--- src/rtl/i2c_host_arbiter_pkg.sv ---
// i2c_arb_pkg: FSM state and response status encodings shared by the I2C host arbiter
package i2c_arb_pkg;
  typedef enum logic [2:0] {IDLE, ISSUE, WAIT_BUSY, WAIT_DONE, GAP, COMPLETE} state_t;
  localparam logic [1:0] ST_OK      = 2'b00;
  localparam logic [1:0] ST_NACK    = 2'b01;
  localparam logic [1:0] ST_TIMEOUT = 2'b10;
endpackage

--- src/rtl/i2c_host_arbiter_if.sv ---
// i2c_host_arbiter_if: command/status link between the arbiter and the single I2C_Host
interface i2c_host_arbiter_if;
  logic       host_send;
  logic [6:0] host_address;
  logic [7:0] host_data_in;
  logic       host_read_only;
  logic       host_busy;
  logic       host_ack_error;
  logic [7:0] host_data_send;
  modport master (
    output host_send, host_address, host_data_in, host_read_only,
    input  host_busy, host_ack_error, host_data_send
  );
  modport slave (
    input  host_send, host_address, host_data_in, host_read_only,
    output host_busy, host_ack_error, host_data_send
  );
endinterface

--- src/rtl/i2c_host_arbiter_rr_pick.sv ---
// rr_pick: combinational round-robin picker, first set request at or above ptr (wrapping)
module rr_pick #(
  parameter  int N  = 4,
  localparam int IW = $clog2(N)
) (
  input  logic [N-1:0]  req,
  input  logic [IW-1:0] ptr,
  output logic [N-1:0]  gnt_oh,
  output logic [IW-1:0] gnt_idx,
  output logic          any
);
  // walk offsets from farthest to nearest so the closest request to ptr wins
  always_comb begin
    gnt_idx = '0;
    for (int k = N - 1; k >= 0; k--)
      if (req[(int'(ptr) + k) % N]) gnt_idx = IW'((int'(ptr) + k) % N);
  end
  assign any    = |req;
  assign gnt_oh = any ? N'(1) << gnt_idx : '0;
endmodule

--- src/rtl/i2c_host_arbiter.sv ---
// i2c_host_arbiter: round-robin sharing of one I2C_Host among NUM_REQ single-byte requesters
module i2c_host_arbiter
  import i2c_arb_pkg::*;
#(
  parameter int NUM_REQ      = 4,
  parameter int MAX_RETRY    = 2,
  parameter int RETRY_GAP    = 64,
  parameter int BUSY_TIMEOUT = 16
) (
  input  logic                   clk,
  input  logic                   rst_n,
  input  logic [NUM_REQ-1:0]     req,
  input  logic [7*NUM_REQ-1:0]   req_addr,
  input  logic [8*NUM_REQ-1:0]   req_data,
  input  logic [NUM_REQ-1:0]     req_rd,
  output logic [NUM_REQ-1:0]     done,
  output logic [7:0]             rsp_data,
  output logic [1:0]             rsp_status,
  output logic                   arb_idle,
  i2c_host_arbiter_if.master     bus
);
  localparam int IW = $clog2(NUM_REQ);
  localparam int TW = $clog2(BUSY_TIMEOUT + 1);
  localparam int GW = $clog2(RETRY_GAP + 1);
  localparam int RW = $clog2(MAX_RETRY + 2);
  localparam logic [TW-1:0] TO_LOAD  = TW'(BUSY_TIMEOUT);
  localparam logic [GW-1:0] GAP_LOAD = GW'(RETRY_GAP);
  localparam logic [RW-1:0] MAX_R    = RW'(MAX_RETRY);
  state_t               state;
  logic [IW-1:0]        rr_ptr, gnt, pick_idx;
  logic [NUM_REQ-1:0]   gnt_oh, pick_oh;
  logic                 pick_any;
  logic [TW-1:0]        to_cnt;
  logic [GW-1:0]        gap_cnt;
  logic [RW-1:0]        retry_cnt;
  rr_pick #(.N(NUM_REQ)) u_pick (
    .req(req), .ptr(rr_ptr), .gnt_oh(pick_oh), .gnt_idx(pick_idx), .any(pick_any)
  );
  // host_* fields are latched once per grant and reused unchanged for every retry
  always_ff @(posedge clk or negedge rst_n) begin
    if (!rst_n) begin
      state              <= IDLE;
      rr_ptr             <= '0;
      gnt                <= '0;
      gnt_oh             <= '0;
      to_cnt             <= '0;
      gap_cnt            <= '0;
      retry_cnt          <= '0;
      done               <= '0;
      rsp_data           <= '0;
      rsp_status         <= ST_OK;
      arb_idle           <= 1'b0;
      bus.host_send      <= 1'b0;
      bus.host_address   <= '0;
      bus.host_data_in   <= '0;
      bus.host_read_only <= 1'b0;
    end else begin
      done          <= '0;
      bus.host_send <= 1'b0;
      arb_idle      <= 1'b0;
      case (state)
        IDLE:
          if (!bus.host_busy && pick_any) begin
            gnt                <= pick_idx;
            gnt_oh             <= pick_oh;
            bus.host_address   <= req_addr[7*pick_idx +: 7];
            bus.host_data_in   <= req_data[8*pick_idx +: 8];
            bus.host_read_only <= req_rd[pick_idx];
            bus.host_send      <= 1'b1;
            state              <= ISSUE;
          end else arb_idle <= !bus.host_busy;
        ISSUE: begin
          to_cnt <= TO_LOAD;
          state  <= WAIT_BUSY;
        end
        WAIT_BUSY:
          if (bus.host_busy) state <= WAIT_DONE;
          else begin
            to_cnt <= to_cnt - 1'b1;
            if (to_cnt == TW'(1)) begin
              done       <= gnt_oh;
              rsp_status <= ST_TIMEOUT;
              rsp_data   <= '0;
              state      <= COMPLETE;
            end
          end
        WAIT_DONE:
          if (!bus.host_busy) begin
            if (bus.host_ack_error && retry_cnt < MAX_R) begin
              retry_cnt <= retry_cnt + 1'b1;
              gap_cnt   <= GAP_LOAD;
              state     <= GAP;
            end else begin
              done       <= gnt_oh;
              rsp_status <= bus.host_ack_error ? ST_NACK : ST_OK;
              rsp_data   <= (bus.host_ack_error || !bus.host_read_only) ? '0 : bus.host_data_send;
              state      <= COMPLETE;
            end
          end
        GAP: begin
          gap_cnt <= gap_cnt - 1'b1;
          if (gap_cnt == GW'(1)) begin
            bus.host_send <= 1'b1;
            state         <= ISSUE;
          end
        end
        COMPLETE: begin
          rr_ptr     <= (gnt == IW'(NUM_REQ - 1)) ? '0 : gnt + 1'b1;
          retry_cnt  <= '0;
          rsp_status <= ST_OK;
          rsp_data   <= '0;
          arb_idle   <= !bus.host_busy;
          state      <= IDLE;
        end
        default: state <= IDLE;
      endcase
    end
  end
endmodule

--- src/flat_wrapper.sv ---
// flat-port wrapper written by rule: the top's interface ports become plain ports
module i2c_host_arbiter_flat import i2c_arb_pkg::*;
#(
  parameter int NUM_REQ      = 4,
  parameter int MAX_RETRY    = 2,
  parameter int RETRY_GAP    = 64,
  parameter int BUSY_TIMEOUT = 16
)
  (clk, rst_n, req, req_addr, req_data, req_rd, done, rsp_data, rsp_status, arb_idle, bus_host_send, bus_host_address, bus_host_data_in, bus_host_read_only, bus_host_busy, bus_host_ack_error, bus_host_data_send);
  i2c_host_arbiter_if bus_i ();
  input  logic clk;
  input  logic rst_n;
  input  logic [NUM_REQ-1:0] req;
  input  logic [7*NUM_REQ-1:0] req_addr;
  input  logic [8*NUM_REQ-1:0] req_data;
  input  logic [NUM_REQ-1:0] req_rd;
  output logic [NUM_REQ-1:0] done;
  output logic [7:0] rsp_data;
  output logic [1:0] rsp_status;
  output logic arb_idle;
  output wire logic [$bits(bus_i.host_send)-1:0] bus_host_send;
  output wire logic [$bits(bus_i.host_address)-1:0] bus_host_address;
  output wire logic [$bits(bus_i.host_data_in)-1:0] bus_host_data_in;
  output wire logic [$bits(bus_i.host_read_only)-1:0] bus_host_read_only;
  input wire logic [$bits(bus_i.host_busy)-1:0] bus_host_busy;
  input wire logic [$bits(bus_i.host_ack_error)-1:0] bus_host_ack_error;
  input wire logic [$bits(bus_i.host_data_send)-1:0] bus_host_data_send;
  assign bus_host_send = bus_i.host_send;
  assign bus_host_address = bus_i.host_address;
  assign bus_host_data_in = bus_i.host_data_in;
  assign bus_host_read_only = bus_i.host_read_only;
  assign bus_i.host_busy = bus_host_busy;
  assign bus_i.host_ack_error = bus_host_ack_error;
  assign bus_i.host_data_send = bus_host_data_send;
  i2c_host_arbiter #(.NUM_REQ(NUM_REQ), .MAX_RETRY(MAX_RETRY), .RETRY_GAP(RETRY_GAP), .BUSY_TIMEOUT(BUSY_TIMEOUT)) u_core (.clk(clk), .rst_n(rst_n), .req(req), .req_addr(req_addr), .req_data(req_data), .req_rd(req_rd), .done(done), .rsp_data(rsp_data), .rsp_status(rsp_status), .arb_idle(arb_idle), .bus(bus_i));
endmodule
--- config.mk ---
export PLATFORM = sky130hd
export DESIGN_NAME = i2c_host_arbiter_flat
export DESIGN_NICKNAME = d
export VERILOG_FILES = /design/src/rtl/i2c_host_arbiter_pkg.sv /design/src/rtl/i2c_host_arbiter_if.sv /design/src/rtl/i2c_host_arbiter_rr_pick.sv /design/src/rtl/i2c_host_arbiter.sv /design/src/flat_wrapper.sv
export SDC_FILE = /design/constraint.sdc
export NUM_CORES = 1
export LEC_CHECK = 0
export CAP_MARGIN = 20
export CORE_ASPECT_RATIO = 1.1
export CORE_MARGIN = 2
export CORE_UTILIZATION = 31
export DETAILED_ROUTE_END_ITERATION = 10
export HOLD_SLACK_MARGIN = 0.12
export PLACE_DENSITY = 0.6
export SYNTH_ARGS = -nofsm -noshare
export SYNTH_HDL_FRONTEND = slang
export SYNTH_SLANG_ARGS = --single-unit
--- constraint.sdc ---
create_clock -name clk -period 1.73 [get_ports clk]
set_input_delay 0.346 -clock clk [delete_from_list [all_inputs] [get_ports clk]]
set_output_delay 0.346 -clock clk [all_outputs]
set_load 0.005 [all_outputs]
==> results of run 1 <==
synth_stat cells, types with 3 or more instances:
cell type and count:
sky130_fd_sc_hd__nand3_1 4, sky130_fd_sc_hd__inv_1 8, sky130_fd_sc_hd__xor2_1 4, sky130_fd_sc_hd__a22oi_2 10, sky130_fd_sc_hd__buf_6 5, sky130_fd_sc_hd__and2_1 4, sky130_fd_sc_hd__nor2b_1 3, sky130_fd_sc_hd__nand2_1 51
sky130_fd_sc_hd__nor2_1 20, sky130_fd_sc_hd__o21ai_0 16, sky130_fd_sc_hd__buf_2 6, sky130_fd_sc_hd__clkbuf_1 3, sky130_fd_sc_hd__o211ai_1 7, sky130_fd_sc_hd__buf_4 3, sky130_fd_sc_hd__a22oi_1 7, sky130_fd_sc_hd__o211ai_2 9
sky130_fd_sc_hd__nand2b_1 7, sky130_fd_sc_hd__nor3_1 4, sky130_fd_sc_hd__dfrtp_1 57, sky130_fd_sc_hd__a21o_1 3, sky130_fd_sc_hd__o21ai_1 8, sky130_fd_sc_hd__xnor2_1 4, sky130_fd_sc_hd__ha_1 5, sky130_fd_sc_hd__a21oi_1 13
sky130_fd_sc_hd__mux2i_1 17
power breakdown:
group | internal, mW | switching (mW) | leakage, nW
logic | 1.99 | 1.59 | 1.36
clock network | 0.702 | 0.524 | 0.0974
registers | 1.83 | 0.392 | 0.730
total | 4.52 | 2.51 | 2.19
state kept, by name, summed over array words and instances (netlist names):
signal,flops
u_core.bus.host_address,7
u_core.state,3
u_core.gnt_oh,4
u_core.gnt,2
u_core.done,4
u_core.rsp_data,8
u_core.bus.host_send,1
u_core.rr_ptr,2
u_core.gap_cnt,7
u_core.rsp_status,2
u_core.retry_cnt,2
u_core.to_cnt,5
u_core.arb_idle,1
u_core.bus.host_data_in,8
u_core.bus.host_read_only,1
cell families (layout without fill, tap and decap cells):
group / count (synthesis) / in the layout / share of synthesized area [%]
buffers and inverters: 25 / 188 / 4.83
XOR/XNOR: 8 / 8 / 2.25
AND/OR/NAND/NOR: 112 / 112 / 18.6
adder cells (fa/ha/maj): 5 / 5 / 2.01
flip-flops: 57 / 57 / 45.9
multiplexers: 19 / 19 / 6.19
AO/OA/AOI/OAI: 83 / 85 / 20.2
cell type report:
cell class	count	area, um2	area share, %
sequential	57	1430	27.4
clock buffer	13	149	2.86
inverter	8	30.0	0.577
timing repair buffer	164	1680	32.3
clock inverter	3	40.0	0.769
multi-input combinational	229	1730	33.2
tap	120	150	2.88
per-layer routing:
metal,track usage (%),share of wire [%],vias up,routed length (um)
met5,0,0,-,0
met4,6.46,2.0,0,177
met3,3.40,4.7,14,424
met2,28.7,52,83,4700
met1,19.8,41,1390,3760
li1,-,-,1421,-
how the worst max path moves through the flow:
stage / endpoint / cells after the start
after floorplan: u_core.rsp_data[0] / 8
after global placement: u_core.bus.host_data_in[7] / 6
after detailed placement: u_core.bus.host_address[4] / 6
after CTS: u_core.bus.host_address[4] / 7
after global routing: u_core.to_cnt[3] / 6
final: u_core.to_cnt[3] / 6
per-stage QoR:
stage / setup slack, ns / hold WS [ns] / TNS (ns) / cells / instance area (um2)
final: 0.0272 / 0.469 / 0 / 594 / 5210
after global routing: -0.0696 / 0.486 / -0.260 / 594 / 5210
after CTS: -0.00787 / 0.473 / -0.0270 / 589 / 5010
after detailed placement: -0.705 / 0.283 / -27.18 / 559 / 4570
after global placement: -0.667 / 0.287 / -26.00 / 559 / 4570
after floorplan: 0.0332 / 0.0504 / 0 / 309 / 3110
critical path, delay by kind of cell, from the launching register on:
| family | cells | cell delay [ns] |
|---|---|---|
| flip-flops | 1 | 0.40 |
| AND/OR/NAND/NOR | 4 | 0.91 |
| XOR/XNOR | 1 | 0.16 |
| buffers and inverters | 1 | 0.13 |
repair_timing:
| item | 4_1_cts | 5_1_grt |
|---|---|---|
| setup endpoints to repair | 42 | 34 |
| pin swaps | 8 | 11 |
| cloned | 4 | 3 |
| setup buffers | 9 | 3 |
| resized for setup | 19 | 32 |
| hold endpoints to repair | 14 | 0 |
| hold buffers | 1 | 0 |
==> reports/summary.md, run 1 <==
• finished clean — status
• 0.33 ns — Skew-Pair Late Insertion Delay
• 10900 um2 — Total Die Area
• u_core.gnt_oh[2] — sink of the worst hold path
• 112 — IO Count
• 1.70 ns — fin crit period
• register to register — Worst Path Class, Setup
• 16.4% — GRT Overall Usage
• 0 — synth warn
• 6 — critical-path maximum fanout
• 3 — number of H-tree branching levels
• 0 — count of endpoints failing hold in the final timing report
• 0 — Max Cap Viol
• 309 — gate count of the mapped netlist
• 45.9% — top-area cell type share of the netlist area
• 1350 nW/um2 — cell area power density
• 100% — Post-synth ARST share
• 0.06 ns — CTS clk-pin slew, worst paths
• 0 — final setup vio count
• 0 — Inserted Diodes
• 13900 um — wire length of the first global-routing pass
• buf_6, or3b_4, or2_4, nor4_4, xnor2_1, nor2_1 — ordered cell list for the critical path
• 9060 um — Post-Route WL
• 0 — Post-route DRC
• sky130_fd_sc_hd__or3b_4 — cell with the biggest individual delay on the critical path
• register — category of the worst setup path capture point
• 0.474 ns — pin slew with the least headroom to its limit
• 0.03 ns — register-to-register setup slack
• true — unrepaired setup endpoints after global routing
• 57 — synthesis-stage register bit count
• 53.2% — final cell utilization of the core
• u_core.gnt_oh[2] — startpoint of the tightest hold check path
• 2908 — Via Count
• 109 um — floorplan die height
• built — CTS tree
• 0.497 mV — worst vdd rail ir drop
• 0 — number of slew-limit violations in the final report
• 4 — number of optimization iterations in the first detailed-route pass
• 15.3 um — post-DR wirelength/cell
• u_core.state[1] — launching point of the worst reg2reg path
• 0.00643 ns — clock tree skew after final layout
• 68.4% — worst rel slew slack
• u_core.state[1] — Crit. Startpoint
• 111 — Buffers on Ports
• 31.8% — Starting Density
• 6 — Reg2Reg Depth
• 587 MHz — peak clock frequency supported by timing
• 5900 um — half-perimeter wire length after detailed placement
• 1.93 ns — Worst Path Arrival
• 9 — number of buffers created by CTS
• 872 — filler cell count
• 105 x sky130_fd_sc_hd__clkdlybuf4s50_1, 56 x sky130_fd_sc_hd__dfrtp_1, 49 x sky130_fd_sc_hd__nand2_1 — top library cells by usage in the layout, fill and taps aside
• register — critical path startpoint category
• 2.19 nW — total leakage power
• 0.43 ns — Crit path largest cell delay
• 4.90 — mean number of vias per cell
• sky130_fd_sc_hd__dfrtp_1 46%, sky130_fd_sc_hd__nand2_1 6.2%, sky130_fd_sc_hd__mux2i_1 5.5%, sky130_fd_sc_hd__a22oi_2 4.0%, sky130_fd_sc_hd__o211ai_2 3.6% — largest cells by area after synthesis
• 1 — depth of the worst hold-timing path
• 46 — number of unique standard cell types used by synthesis
• 0 — initial antenna violation count
• u_core.to_cnt[3] — worst reg2reg path endpoint
• 57 — clock net sink count
• 0 — number of synthesized flops with an enable pin
• 2928 — vias in the first global route
• 38 — row count
• 45.9% — sequential-to-total area share from yosys stat
• 96 — DRC marker count from the first detailed-route iteration
• 3110 um2 — cell area after synthesis
• 98.4% — part of the cycle the worst path needs
• 394 — Post-Synthesis Net Count
• 27.0% — ratio of cells with drive above 1 in the final layout
• sky130_fd_sc_hd__clkdlybuf4s50_1 — most common cell after layout, fill and taps aside
• 554 — final net count
• 2 — largest buffer count on any clock path
• 67.4% — layout overhead on the synthesized area
• 1.95 ns — Worst EP required
• sky130_fd_sc_hd__clkbuf_8 — clock tree root buffer cell
• 7.03 mW — post-route total power
• sky130_fd_sc_hd__dfrtp_1 — Synth area leader
• 9790 um2 — core region area
• 0 — final global-route overflow total
• 44 — pin count of the biggest net entering global routing
• sky130_fd_sc_hd__dfrtp_1 — flip-flop cell with the highest count after synthesis
• register to register — min-delay worst type
• 99.5 um — Die Span X
• 10.1 um2 — Avg Cell Area, Syn
• 0 — final antenna-violating net count
• 0.811 — routability-driven placement congestion ratio
Power figures use the tool's default switching activity.
==> run 2, diff against run 1 <==
--- a/config.mk
+++ b/config.mk
@@ -10,4 +10,5 @@
 export CORE_MARGIN = 2
 export CORE_UTILIZATION = 31
+export CTS_BUF_LIST = sky130_fd_sc_hd__clkbuf_16
 export DETAILED_ROUTE_END_ITERATION = 10
 export HOLD_SLACK_MARGIN = 0.12
==> constraint.sdc (replaced) <==
create_clock -name clk -period 1.73 [get_ports clk]
set_input_delay 0.2595 -clock clk [delete_from_list [all_inputs] [get_ports clk]]
set_output_delay 0.2595 -clock clk [all_outputs]
set_load 0.005 [all_outputs]
==> run 2 against run 1 <==
  * Flip-flop and latch count unchanged
  * Sequential power hardly changed
  * Clock skew hardly changed
  * Sequential share of layout area shrank 0.86 points
  * Register-to-register slack got worse by 0.02 ns
  * Global-route usage fell by 0.082 points
  * Combinational power rose by 1%
  * Final cell count up 0.84%
  * Die area unchanged
  * Power rose by 7.1%
  * Critical path depth unchanged
==> reports/summary.md, run 2 (synthesized netlist as in run 1, its figures left out) <==
• 0 — Max Cap Viol
• 2925 — Via Count
• 0.32 ns — Skew-Pair Late Insertion Delay
• 6 — Reg2Reg Depth
• register to register — Worst Path Class, Setup
• 0 — final global-route overflow total
• 2916 — vias in the first global route
• 22.4% — clock group share of total power
• 4830 um — amount of wire on met2 after detailed routing
• 0.795 — routability-driven placement congestion ratio
• 29.5% — Seq pwr share
• 2.28 nW — total leakage power
• 99.5% — part of the cycle the worst path needs
• 0.00625 ns — clock tree skew after final layout
• register — critical path startpoint category
• 111 — Buffers on Ports
• 0 — Post-route DRC
• 6 — number of optimization iterations in the first detailed-route pass
• 0 — Inserted Diodes
• 0.05 ns — CTS clk-pin slew, worst paths
• 1.93 ns — Worst Path Arrival
• sky130_fd_sc_hd__clkdlybuf4s50_1 — most common cell after layout, fill and taps aside
• 3 — number of H-tree branching levels
• 57 — clock net sink count
• register — category of the worst setup path capture point
• 112 — IO Count
• 9170 um — Post-Route WL
• -0.609 ns — Placement Setup Slack
• 0.499 mV — worst vdd rail ir drop
• 99.5 um — Die Span X
• 0 — number of slew-limit violations in the final report
• 880 — filler cell count
• 4580 um2 — post-placement cell area
• u_core.bus.host_data_in (8), u_core.rsp_data (8) — leading registers by flop count
• finished clean — status
• 9790 um2 — core region area
• 0 — initial antenna violation count
• 3840 um — routed metal-1 wire length
• 434 um — met3 wire length
• 0.00942 ns — post-layout worst setup margin
• 48.1% — power share of the combinational group
• 1.72 ns — fin crit period
• 5380 um2 — fin area
• 4.94 mW — cell internal pwr
• 109 um — floorplan die height
• 2 — largest buffer count on any clock path
• 1720 um2 — area taken by multi-input logic gates
• 0 — final antenna-violating net count
• 1400 nW/um2 — cell area power density
• 16.3% — GRT Overall Usage
• met4 — top routing layer in use
• 581 MHz — peak clock frequency supported by timing
• 10900 um2 — Total Die Area
• 5950 um — half-perimeter wire length after detailed placement
• 34.3% — share of total power consumed by net switching
• 0.479 ns — pin slew with the least headroom to its limit
• 2.59 mW — Psw
• 0.409 ns — Worst Hold Slack
• 44 — pin count of the biggest net entering global routing
• 6 — critical-path maximum fanout
• 108 x sky130_fd_sc_hd__clkdlybuf4s50_1, 56 x sky130_fd_sc_hd__dfrtp_1, 49 x sky130_fd_sc_hd__nand2_1 — top library cells by usage in the layout, fill and taps aside
• 0 — final setup vio count
• 1430 um2 — flip-flop and latch area
• true — unrepaired setup endpoints after global routing
• 4.88 — mean number of vias per cell
• input port to asynchronous set/reset pin — min-delay worst type
• 95 — DRC marker count from the first detailed-route iteration
• built — CTS tree
• 68.1% — worst rel slew slack
• 31.8% — Starting Density
• 38 — row count
• 72.8% — layout overhead on the synthesized area
• 559 — final net count
• sky130_fd_sc_hd__clkbuf_16 — clock tree root buffer cell
• 0 — count of endpoints failing hold in the final timing report
• 15.3 um — post-DR wirelength/cell
• 27.1% — ratio of cells with drive above 1 in the final layout
• 14000 um — wire length of the first global-routing pass
• 9 — number of buffers created by CTS
• 1.94 ns — Worst EP required
==> run 2: cell count changes in the layout (fill, tap and decap cells not counted), moves of 4 or more <==
cell                        delta
sky130_fd_sc_hd__a22oi_1       -4
sky130_fd_sc_hd__a22oi_2       +4
sky130_fd_sc_hd__clkbuf_16    +14
sky130_fd_sc_hd__clkbuf_8     -10
sky130_fd_sc_hd__mux2i_1       +7
sky130_fd_sc_hd__mux2i_2       -5
==> run 2: path summary, 6_finish.rpt <==
path,start,endpoint,slack [ns]
min in group clk,u_core.gnt_oh[2],u_core.gnt_oh[2],0.47
max in group asynchronous,rst_n,u_core.done[1],0.75
worst max-delay path,u_core.state[1],u_core.to_cnt[3],0.009
worst max register to register,u_core.state[1],u_core.to_cnt[3],0.009
worst min register to register,u_core.gnt_oh[2],u_core.gnt_oh[2],0.47
worst min-delay path,rst_n,u_core.bus.host_address[2],0.41
==> run 2: metal layers <==
layer | vias up | track usage [%]
met4 | 0 | 6.16
met5 | - | 0
met1 | 1400 | 19.9
li1 | 1437 | -
met2 | 80 | 28.3
met3 | 8 | 3.65
==> run 2: critical path, stage by stage, from the launching register on <==
cell and delay (ns):
sky130_fd_sc_hd__dfrtp_1 0.39, sky130_fd_sc_hd__buf_6 0.13, sky130_fd_sc_hd__or3b_4 0.44, sky130_fd_sc_hd__or2_4 0.29, sky130_fd_sc_hd__nor4_4 0.15, sky130_fd_sc_hd__xnor2_1 0.15
sky130_fd_sc_hd__nor2_1 0.06
==> run 2: metrics by stage <==
step	cells	utilization (%)	setup TNS (ns)	total power [mW]
6_report	599	54.9	0	7.53
5_1_grt	599	54.9	-0.992	8.06
4_1_cts	586	51.1	0	7.11
3_5_place_dp	560	46.8	-21.91	5.15
3_3_place_gp	560	46.8	-20.97	5.09
2_1_floorplan	309	-	0	3.82
==> run 2: final cells by class <==
class / count / area share (%)
timing repair buffer: 169 / 32.8
multi-input combinational: 229 / 32.0
sequential: 57 / 26.6
clock buffer: 9 / 4.19
tap: 120 / 2.79
clock inverter: 7 / 1.02
inverter: 8 / 0.559
==> run 2: repair_timing <==
action / 4_1_cts / 5_1_grt
buffers inserted: 7 / 6
resized for setup: 14 / 35
hold buffers: 1 / 0
endpoints found under the setup margin: 37 / 33
pin swaps: 5 / 38
cloned: 2 / 7
endpoints found under the hold margin: 14 / 0
==> run 2: power by group through the flow <==
stage               registers, mW  clock network, mW  logic, mW
floorplan                    2.16                  0       1.65
global placement             2.19                  0       2.90
detailed placement           2.20                  0       2.95
CTS                          2.19               1.71       3.21
global route                 2.29               1.77       3.99
finish                       2.22               1.68       3.62
==> run 3, diff against run 2 <==
- SYNTH_HIERARCHICAL: default -> 1
==> run 3 against run 2 <==
  * The flow now finishes with violations (setup timing)
  * Sequential share of layout area increased by 1.4 points
  * Clock power increased by 2%
  * Sequential power increased by 6%
  * Register-to-register slack got worse by 0.38 ns
  * Non-clock buffer count decreased by 15
  * Critical endpoint is now u_core/bus.host_address[3]
==> reports/summary.md, run 3 <==
• complete, but fails checks — status
• setup timing — violations in the final reports
• 6 — synth warn
• 5.00 — mean number of vias per cell
• register to register — Worst Path Class, Setup
• 58 — pin count of the biggest net entering global routing
• 57 x sky130_fd_sc_hd__dfrtp_1, 23 x sky130_fd_sc_hd__mux2_2, 17 x sky130_fd_sc_hd__nand2_1, 17 x sky130_fd_sc_hd__nor2_1, 16 x sky130_fd_sc_hd__mux4_2 — most frequent cells after synthesis
• 109 x sky130_fd_sc_hd__clkdlybuf4s50_1, 56 x sky130_fd_sc_hd__dfrtp_1, 35 x sky130_fd_sc_hd__buf_4 — top library cells by usage in the layout, fill and taps aside
• 100% — Post-synth ARST share
• 11200 um2 — Total Die Area
• 0 — number of slew-limit violations in the final report
• 17 — critical-path maximum fanout
• 11.6 um2 — Avg Cell Area, Syn
• 44.4% — sequential-to-total area share from yosys stat
• 16 — final setup vio count
• true — unrepaired setup endpoints after global routing
• -0.371 ns — post-layout worst setup margin
• 0.354 ns — pin slew with the least headroom to its limit
• 13400 um — wire length of the first global-routing pass
• 1.94 ns — Worst EP required
• 57 — clock net sink count
• 0 — count of endpoints failing hold in the final timing report
• 24.4% — GR Util met2
• u_core/bus.host_data_in (8), u_core/rsp_data (8) — leading registers by flop count
• 0.769 — routability-driven placement congestion ratio
• 0.05 ns — CTS clk-pin slew, worst paths
• 0 — final global-route overflow total
• 32.2% — Starting Density
• 5860 um — half-perimeter wire length after detailed placement
• register — critical path startpoint category
• 56 — DRC marker count from the first detailed-route iteration
• 0 — initial antenna violation count
• 57 — synthesis-stage register bit count
• 1 — WP buf/inv
• sky130_fd_sc_hd__clkdlybuf4s50_1 — most common cell after layout, fill and taps aside
• sky130_fd_sc_hd__dfrtp_1 — Synth area leader
• 363 — Post-Synthesis Net Count
• 476 MHz — peak clock frequency supported by timing
• met2 — busiest grt layer
• 4.48% — met3 Track Usage GR
• 14.7% — GRT Overall Usage
• 2.31 ns — Worst Path Arrival
• 0.00510 ns — clock tree skew after final layout
• 2 — largest buffer count on any clock path
• 2.16 nW — total leakage power
• 0 — post-CTS setup buffer count
• 7830 um — Post-Route WL
• 2963 — vias in the first global route
• built — CTS tree
• 7.92 mW — post-route total power
• 1550 nW/um2 — cell area power density
• 0 — Post-route DRC
• 0.33 ns — Skew-Pair Late Insertion Delay
• 27.2% — ratio of cells with drive above 1 in the final layout
• 2730 — Via Count
• 3 — number of H-tree branching levels
• sky130_fd_sc_hd__dfrtp_1 — most common cell in the netlist
• 111 um — floorplan die height
• 58.9% — layout overhead on the synthesized area
• nor2_4, o21bai_1, a221oi_4, buf_12, mux4_2, mux2_4 — ordered cell list for the critical path
• 51.2% — final cell utilization of the core
• 2.10 ns — fin crit period
• 0.674 mV — worst vdd rail ir drop
• 112 — IO Count
• 506 — final net count
• 4 — number of optimization iterations in the first detailed-route pass
• 101 um — Die Span X
• 0.52 ns — Crit path largest cell delay
• 14.3 um — post-DR wirelength/cell
• 916 — filler cell count
• 38 — row count
• 57 — number of unique standard cell types used by synthesis
• input port to asynchronous set/reset pin — min-delay worst type
• 0 — Inserted Diodes
• 121% — part of the cycle the worst path needs
• sky130_fd_sc_hd__dfrtp_1 — flip-flop cell with the highest count after synthesis
• 9980 um2 — core region area
• 111 — Buffers on Ports
• 18.1% — GRT met1 Usage
• 278 — gate count of the mapped netlist
• 3210 um2 — cell area after synthesis
• 9 — number of buffers created by CTS
• 0 — number of synthesized flops with an enable pin
• register — category of the worst setup path capture point
• sky130_fd_sc_hd__clkbuf_16 — clock tree root buffer cell
• 44.4% — top-area cell type share of the netlist area
• sky130_fd_sc_hd__dfrtp_1 44%, sky130_fd_sc_hd__mux4_2 11%, sky130_fd_sc_hd__mux2_2 8.1%, sky130_fd_sc_hd__mux2i_1 3.1%, sky130_fd_sc_hd__nand2_1 2.0% — largest cells by area after synthesis
• 76.4% — worst rel slew slack
• multiplexers — largest delay contributor family on the critical path
• sky130_fd_sc_hd__mux4_2 — cell with the biggest individual delay on the critical path
• 0 — Max Cap Viol
• 0 — final antenna-violating net count
==> run 3: cell count changes after synthesis, moves of 7 or more <==
cell / delta
sky130_fd_sc_hd__a22oi_2: -10
sky130_fd_sc_hd__o211ai_2: -9
sky130_fd_sc_hd__nand2_1: -34
sky130_fd_sc_hd__mux2i_1: -7
sky130_fd_sc_hd__mux4_2: +16
sky130_fd_sc_hd__mux2_2: +21
sky130_fd_sc_hd__o21ai_1: -8
==> run 3: worst reg2reg max path: cells and delay by family, from the launching register on <==
kind	cells	cell delay [ns]
AOI/OAI and AO/OA	2	0.49
buffers and inverters	1	0.22
DFF	1	0.43
muxes	2	0.79
and+or+nand+nor	1	0.06
==> run 3: what timing repair did <==
action                                  4_1_cts  5_1_grt
endpoints found under the setup margin       21       30
hold endpoints to repair                     57        0
gates resized for setup                       4       10
pin swaps                                     0        1
hold buffers                                  1        0
==> run 3: per-stage QoR <==
stage / instances / area, um2 / setup TNS, ns / setup WS [ns] / hold slack (ns)
5_1_grt: 546 / 5110 / -7.04 / -0.454 / 0.505
2_1_floorplan: 278 / 3270 / -5.37 / -0.403 / -0.0361
6_report: 546 / 5110 / -5.75 / -0.371 / 0.462
3_3_place_gp: 529 / 4780 / -14.69 / -0.564 / 0.289
4_1_cts: 546 / 5080 / -6.14 / -0.396 / 0.489
3_5_place_dp: 529 / 4780 / -15.17 / -0.604 / 0.294
==> run 3: worst paths after layout <==
check	slack (ns)	from	end	cells after the start
worst max register to register	-0.37	u_core/rr_ptr[1]	u_core/bus.host_address[3]	6
worst min register to register	0.49	u_core/gnt[0]	u_core/rr_ptr[0]	1
worst max-delay path	-0.37	u_core/rr_ptr[1]	u_core/bus.host_address[3]	6
min in group clk	0.49	u_core/gnt[0]	u_core/rr_ptr[0]	1
worst min-delay path	0.46	rst_n	u_core/rsp_data[2]	3
max in group asynchronous	0.98	rst_n	u_core/rr_ptr[1]	3
==> run 3: logic make-up after synthesis <==
logic type | count (synthesis) | share of synthesized area, %
xor+xnor | 1 | 0.273
buf+inv | 35 | 5.02
mux | 49 | 22.4
simple gates | 85 | 15.7
fa+ha+maj | 5 | 1.95
compound gates | 46 | 10.3
flops | 57 | 44.4
==> run 3: power breakdown <==
part	switching [mW]	internal (mW)	total, mW
clock network	0.628	1.10	1.72
logic	1.45	2.39	3.84
registers	0.418	1.93	2.35
total	2.49	5.42	7.92
==> run 3: layout make-up <==
type	instances	area, um2	share of cell area [%]
Clock buffer	9	225	4.41
Sequential cell	57	1430	27.9
Timing Repair Buffer	154	1490	29.2
Clock inverter	7	62.6	1.22
Tap cell	120	150	2.94
Multi-Input combinational cell	186	1700	33.3
Inverter	13	48.8	0.955
==> run 3: metal layers <==
| metal | share of wire [%] | vias to the layer above |
|---|---|---|
| li1 | - | 1317 |
| met1 | 43 | 1313 |
| met2 | 49 | 91 |
| met3 | 7.5 | 9 |
| met4 | 1.2 | 0 |
| met5 | 0 | - |
